## src/rtl/axi_lite_master.sv

```systemverilog
// AXI-Lite initiator: converts single-beat valid/ready commands into AXI-Lite
// read or write transactions, one outstanding at a time, and reports the
// response (data + RESP code) as a one-cycle pulse on the response port.
module axi_lite_master #(
    parameter int ADDR_W = 32,
    parameter int DATA_W = 32
) (
    input  logic              clk,
    input  logic              rst,
    // command port
    input  logic              cmd_valid,
    output logic              cmd_ready,
    input  logic              cmd_we,
    input  logic [ADDR_W-1:0] cmd_addr,
    input  logic [DATA_W-1:0] cmd_wdata,
    input  logic [3:0]        cmd_wstrb,
    // response port
    output logic              rsp_valid,
    output logic [DATA_W-1:0] rsp_rdata,
    output logic [1:0]        rsp_resp,
    output logic              err_sticky,
    input  logic              err_clr,
    // AW channel
    output logic [ADDR_W-1:0] m_axi_awaddr,
    output logic              m_axi_awvalid,
    input  logic              m_axi_awready,
    // W channel
    output logic [DATA_W-1:0] m_axi_wdata,
    output logic [3:0]        m_axi_wstrb,
    output logic              m_axi_wvalid,
    input  logic              m_axi_wready,
    // B channel
    input  logic [1:0]        m_axi_bresp,
    input  logic              m_axi_bvalid,
    output logic              m_axi_bready,
    // AR channel
    output logic [ADDR_W-1:0] m_axi_araddr,
    output logic              m_axi_arvalid,
    input  logic              m_axi_arready,
    // R channel
    input  logic [DATA_W-1:0] m_axi_rdata,
    input  logic [1:0]        m_axi_rresp,
    input  logic              m_axi_rvalid,
    output logic              m_axi_rready
);

    typedef enum logic [1:0] {
        IDLE  = 2'd0,
        WRITE = 2'd1,
        READ  = 2'd2,
        DONE  = 2'd3
    } state_t;

    state_t state_reg;
    logic   aw_done_reg;
    logic   w_done_reg;

    logic aw_hs;
    logic w_hs;
    logic ar_hs;
    logic b_take;
    logic r_take;

    assign aw_hs = m_axi_awvalid & m_axi_awready;
    assign w_hs  = m_axi_wvalid & m_axi_wready;
    assign ar_hs = m_axi_arvalid & m_axi_arready;

    // B is only taken once both AW and W have completed (now or earlier);
    // an early bvalid from a misbehaving slave is simply not consumed.
    assign b_take = (state_reg == WRITE) & m_axi_bvalid
                  & (aw_done_reg | aw_hs) & (w_done_reg | w_hs);

    // R is taken in the AR handshake cycle or later (arvalid low means AR done).
    assign r_take = (state_reg == READ) & m_axi_rvalid & (~m_axi_arvalid | m_axi_arready);

    // Transaction FSM with all AXI and response outputs registered
    always_ff @(posedge clk) begin
        if (rst) begin
            state_reg     <= IDLE;
            aw_done_reg   <= 1'b0;
            w_done_reg    <= 1'b0;
            cmd_ready     <= 1'b0;
            rsp_valid     <= 1'b0;
            rsp_rdata     <= '0;
            rsp_resp      <= 2'b00;
            err_sticky    <= 1'b0;
            m_axi_awaddr  <= '0;
            m_axi_awvalid <= 1'b0;
            m_axi_wdata   <= '0;
            m_axi_wstrb   <= 4'h0;
            m_axi_wvalid  <= 1'b0;
            m_axi_bready  <= 1'b0;
            m_axi_araddr  <= '0;
            m_axi_arvalid <= 1'b0;
            m_axi_rready  <= 1'b0;
        end else begin
            // rsp_valid is a pulse: only the transition into DONE raises it
            rsp_valid <= 1'b0;

            // a new error response wins over a simultaneous clear
            if (state_reg == DONE && rsp_resp != 2'b00) begin
                err_sticky <= 1'b1;
            end else if (err_clr) begin
                err_sticky <= 1'b0;
            end

            case (state_reg)
                IDLE: begin
                    if (cmd_ready && cmd_valid) begin
                        cmd_ready    <= 1'b0;
                        aw_done_reg  <= 1'b0;
                        w_done_reg   <= 1'b0;
                        m_axi_awaddr <= cmd_addr;
                        m_axi_araddr <= cmd_addr;
                        m_axi_wdata  <= cmd_wdata;
                        m_axi_wstrb  <= cmd_wstrb;
                        if (cmd_we) begin
                            state_reg     <= WRITE;
                            m_axi_awvalid <= 1'b1;
                            m_axi_wvalid  <= 1'b1;
                            m_axi_bready  <= 1'b1;
                        end else begin
                            state_reg     <= READ;
                            m_axi_arvalid <= 1'b1;
                            m_axi_rready  <= 1'b1;
                        end
                    end else begin
                        // first idle cycle after reset raises cmd_ready
                        cmd_ready <= 1'b1;
                    end
                end
                WRITE: begin
                    if (aw_hs) begin
                        m_axi_awvalid <= 1'b0;
                        aw_done_reg   <= 1'b1;
                    end
                    if (w_hs) begin
                        m_axi_wvalid <= 1'b0;
                        w_done_reg   <= 1'b1;
                    end
                    if (b_take) begin
                        m_axi_awvalid <= 1'b0;
                        m_axi_wvalid  <= 1'b0;
                        m_axi_bready  <= 1'b0;
                        rsp_resp      <= m_axi_bresp;
                        rsp_rdata     <= '0;
                        rsp_valid     <= 1'b1;
                        state_reg     <= DONE;
                    end
                end
                READ: begin
                    if (ar_hs) begin
                        m_axi_arvalid <= 1'b0;
                    end
                    if (r_take) begin
                        m_axi_arvalid <= 1'b0;
                        m_axi_rready  <= 1'b0;
                        rsp_resp      <= m_axi_rresp;
                        rsp_rdata     <= m_axi_rdata;
                        rsp_valid     <= 1'b1;
                        state_reg     <= DONE;
                    end
                end
                DONE: begin
                    cmd_ready <= 1'b1;
                    state_reg <= IDLE;
                end
                default: begin
                    state_reg <= IDLE;
                end
            endcase
        end
    end

endmodule

```

## config.mk

```make
export PLATFORM = sky130hd
export DESIGN_NAME = axi_lite_master
export DESIGN_NICKNAME = d
export VERILOG_FILES = /design/src/rtl/axi_lite_master.sv
export SDC_FILE = /design/constraint.sdc
export NUM_CORES = 1
export LEC_CHECK = 0
export BUFFER_PORTS_ARGS = -buffer_cell sky130_fd_sc_hd__buf_2
export CORE_MARGIN = 2
export CORE_UTILIZATION = 30
export DETAILED_ROUTE_END_ITERATION = 16
export MAX_ROUTING_LAYER = met4
export RECOVER_POWER = 100
export SYNTH_ARGS = -nofsm -noshare
export SYNTH_HDL_FRONTEND = slang
export SYNTH_SLANG_ARGS = --single-unit
```

## constraint.sdc

```tcl
create_clock -name clk -period 1.7 [get_ports clk]
set_input_delay 0.425 -clock clk [delete_from_list [all_inputs] [get_ports clk]]
set_output_delay 0.425 -clock clk [all_outputs]
set_load 0.01 [all_outputs]
```

==> run metrics <==
Final Slew Violations=0; IO Pins=256; setup slack, reg-to-reg=0.12 ns; largest registers=m_axi_araddr x32, m_axi_wdata x32, rsp_rdata x32; Seq/Total Area, Yosys=47.87%; die width=130.1 um; FF+latch count, synth=114; gpl congestion=0.7726; Net Count, Synth=683; CTS root buffer=clkbuf_16; worst-margin pin slew=0.3756 ns; RSZ-0062 raised after global routing=no; first-pass GRT wire length=19150 um; Rel. slew slack=74.96%; Setup violations, final=0; Die Y=130.1 um; CTS Hold Bufs=0; DRT Pass-1 Iters=4; Post-synth EDFFs=0; yosys warns=0; Cell Area, Synth=4767 sq um; status=complete, no violations; initial antenna violation count=0; Layout area overhead=37.48%; total grt overflow=0; fillers=1702; Mean Syn Cell Area=8.437 sq um; Post-synth ARST share=0%; dpl cells=983; Cell variety after synth=41; Power per Cell Area=1566 nW/um^2; FF-to-FF path depth=7; RR Startpoint=state_reg[0]; worst path arrival time=1.87 ns; reg-to-reg critical path endpoint=rsp_rdata[6]; Row Count=46; internal power=6.888 mW; Finished Layout Cells=1018; Routed WL=13120 um; clock power share=37.1%; via count=4399; final hold violation count=0; ys flop type=dfxtp_1; routed wire length per instance=12.89 um; XOR/XNOR share of the synthesized area=0%; Antenna Violating Nets Remaining=0; Post-Synthesis Cells=565; dpl hpwl=9110 um; Worst Setup EP=rsp_rdata[6]; TritonCTS Buffers=17; DRC=0; Via-to-Cell Ratio=4.321; logic gate share of total power=30.7%; Max Cap Viol=0; largest net degree at the start of global routing=91; HP Class=in -> reg; Startpoint Class=flip-flop; gr usage total=14.88%; Switch Pwr=3.374 mW; effective utilization at floorplan=30.34%; Post-Synth Simple-Gate Area=21.34%; Compound-Gate Fraction of Synth Area=11.60%; Post-Route Skew=0.005598 ns; Detailed Route Iter0 Violations=213; Final min period=1.584 ns; Worst-path clk slew=0.06 ns; clk_lat worst skew=0.40 ns; DIE AREA=16910 sq um; fin nets=907; H-tree Lvls=4; number of global-route vias before repair=3867; layout cells sized above 1=22.32%; WP data required=1.99 ns; TritonCTS clock tree=yes; Sequential Power Share=32.2%; clk sinks=114; Synth Area in Adders=1.050%; CP Launch Point=state_reg[0]; worst setup margin=0.1164 ns; IO buf count=255; main combinational cell family by area after synthesis=simple AND/OR/NAND/NOR gates; Core Region=15710 sq um; mux contribution to synthesized area=7.612%; fin crit share=93.15%; Sw Ratio=32.88%; number of diodes=0; CP endpoint kind=flip-flop; CTS max path bufs=2; LEAKAGE=2.677 nW; pre-CTS setup slack=-0.04598 ns; Setup CP Type=reg -> reg; Crit Path Max Fanout=6; max frequency=0.6315 GHz; maximum VDD drop=0.6380 mV
cells by family after synthesis:
group | count (synthesis)
adder cells (fa/ha/maj) | 4
AND/OR/NAND/NOR | 232
AO/OA/AOI/OAI | 99
flip-flops | 114
multiplexers | 36
buffers and inverters | 80
routing by layer:
layer  vias to the layer above  routed length (um)  track usage, %  share of wire, %
met1                      1947                5808           17.62                44
met3                         9                1034           5.453               7.9
li1                       2261                   -               -                 -
met5                         -                   0               -                 0
met4                         0                  91           4.175              0.69
met2                       182                6188           23.84                47
synthesized netlist by cell type, drive strengths merged (4+ instances only):
master / n / area share (%)
nand2: 177 / 14
dfxtp: 114 / 48
a21oi: 82 / 8.6
buf: 56 / 8.5
mux2i: 34 / 7.1
nand2b: 33 / 4.3
clkbuf: 14 / 1.1
inv: 10 / 0.89
o21ai: 7 / 0.81
nor2: 6 / 0.63
ha: 4 / 1.0
nand3: 4 / 0.63
worst min path at each step:
stage	slack [ns]	end	from	cells past startpoint
after floorplan	0.45	w_done_reg	w_done_reg	2
after global placement	0.44	m_axi_wdata[5]	m_axi_wdata[5]	2
after detailed placement	0.44	m_axi_wdata[29]	m_axi_wdata[29]	2
after CTS	0.23	m_axi_wdata[29]	cmd_wdata[29]	3
after global routing	0.24	m_axi_wdata[12]	cmd_wdata[12]	3
final	0.26	m_axi_wdata[29]	cmd_wdata[29]	3
placed cells by master, fill, tap and decap left out, types with 3 or more instances in the layout:
master	count
clkinv_4	3
inv_1	8
o21ai_0	6
buf_12	6
nand2_1	177
nor2_1	5
nand3_2	3
a21oi_1	82
clkinvlp_4	3
buf_4	9
clkinv_2	3
bufinv_16	4
mux2i_1	34
dfxtp_1	114
nand2b_1	33
clkbuf_1	143
buf_2	112
ha_2	3
clkbuf_16	17
metrics by stage:
step / setup TNS (ns) / util, % / power [mW] / hold slack, ns / cell area [sq um]
floorplan: 0 / - / 5.689 / 0.4459 / 4767
global placement: -0.02672 / 38.61 / 6.593 / 0.4386 / 6067
detailed placement: -0.6322 / 38.61 / 6.601 / 0.4448 / 6067
CTS: 0 / 42.70 / 10.49 / 0.2304 / 6709
global route: 0 / 41.71 / 10.88 / 0.2392 / 6554
finish: 0 / 41.71 / 10.26 / 0.2559 / 6554
worst max-delay path: stages, from the launching register on:
cell	delay (ns)
dfxtp_1	0.33
inv_1	0.11
ha_2	0.26
nand2_1	0.12
o22ai_4	0.14
nand3_2	0.15
clkbuf_2	0.21
mux2i_1	0.14
power by group through the flow:
| stage | logic, mW | registers (mW) | clock network (mW) |
|---|---|---|---|
| after floorplan | 2.18 | 3.51 | 0 |
| after global placement | 3.26 | 3.33 | 0 |
| after detailed placement | 3.26 | 3.34 | 0 |
| after CTS | 3.28 | 3.29 | 3.91 |
| after global routing | 3.49 | 3.36 | 4.03 |
| final | 3.15 | 3.31 | 3.80 |
area by class of cell:
cell class	count	area [sq um]	area share [%]
Sequential cell	114	2282	34.82
Multi-Input combinational cell	371	1997	30.47
Timing Repair Buffer	275	1325	20.22
Clock buffer	19	452.9	6.911
Tap cell	216	270.3	4.124
Clock inverter	13	183.9	2.806
Inverter	10	42.54	0.6491
timing repair:
item,in CTS,in global routing
setup endpoints to repair,57,73
setup buffers,0,2
resized for setup,2,2
pin swaps,0,1
hold endpoints to repair,0,0
cloned,0,1
Power figures use the tool's default switching activity.
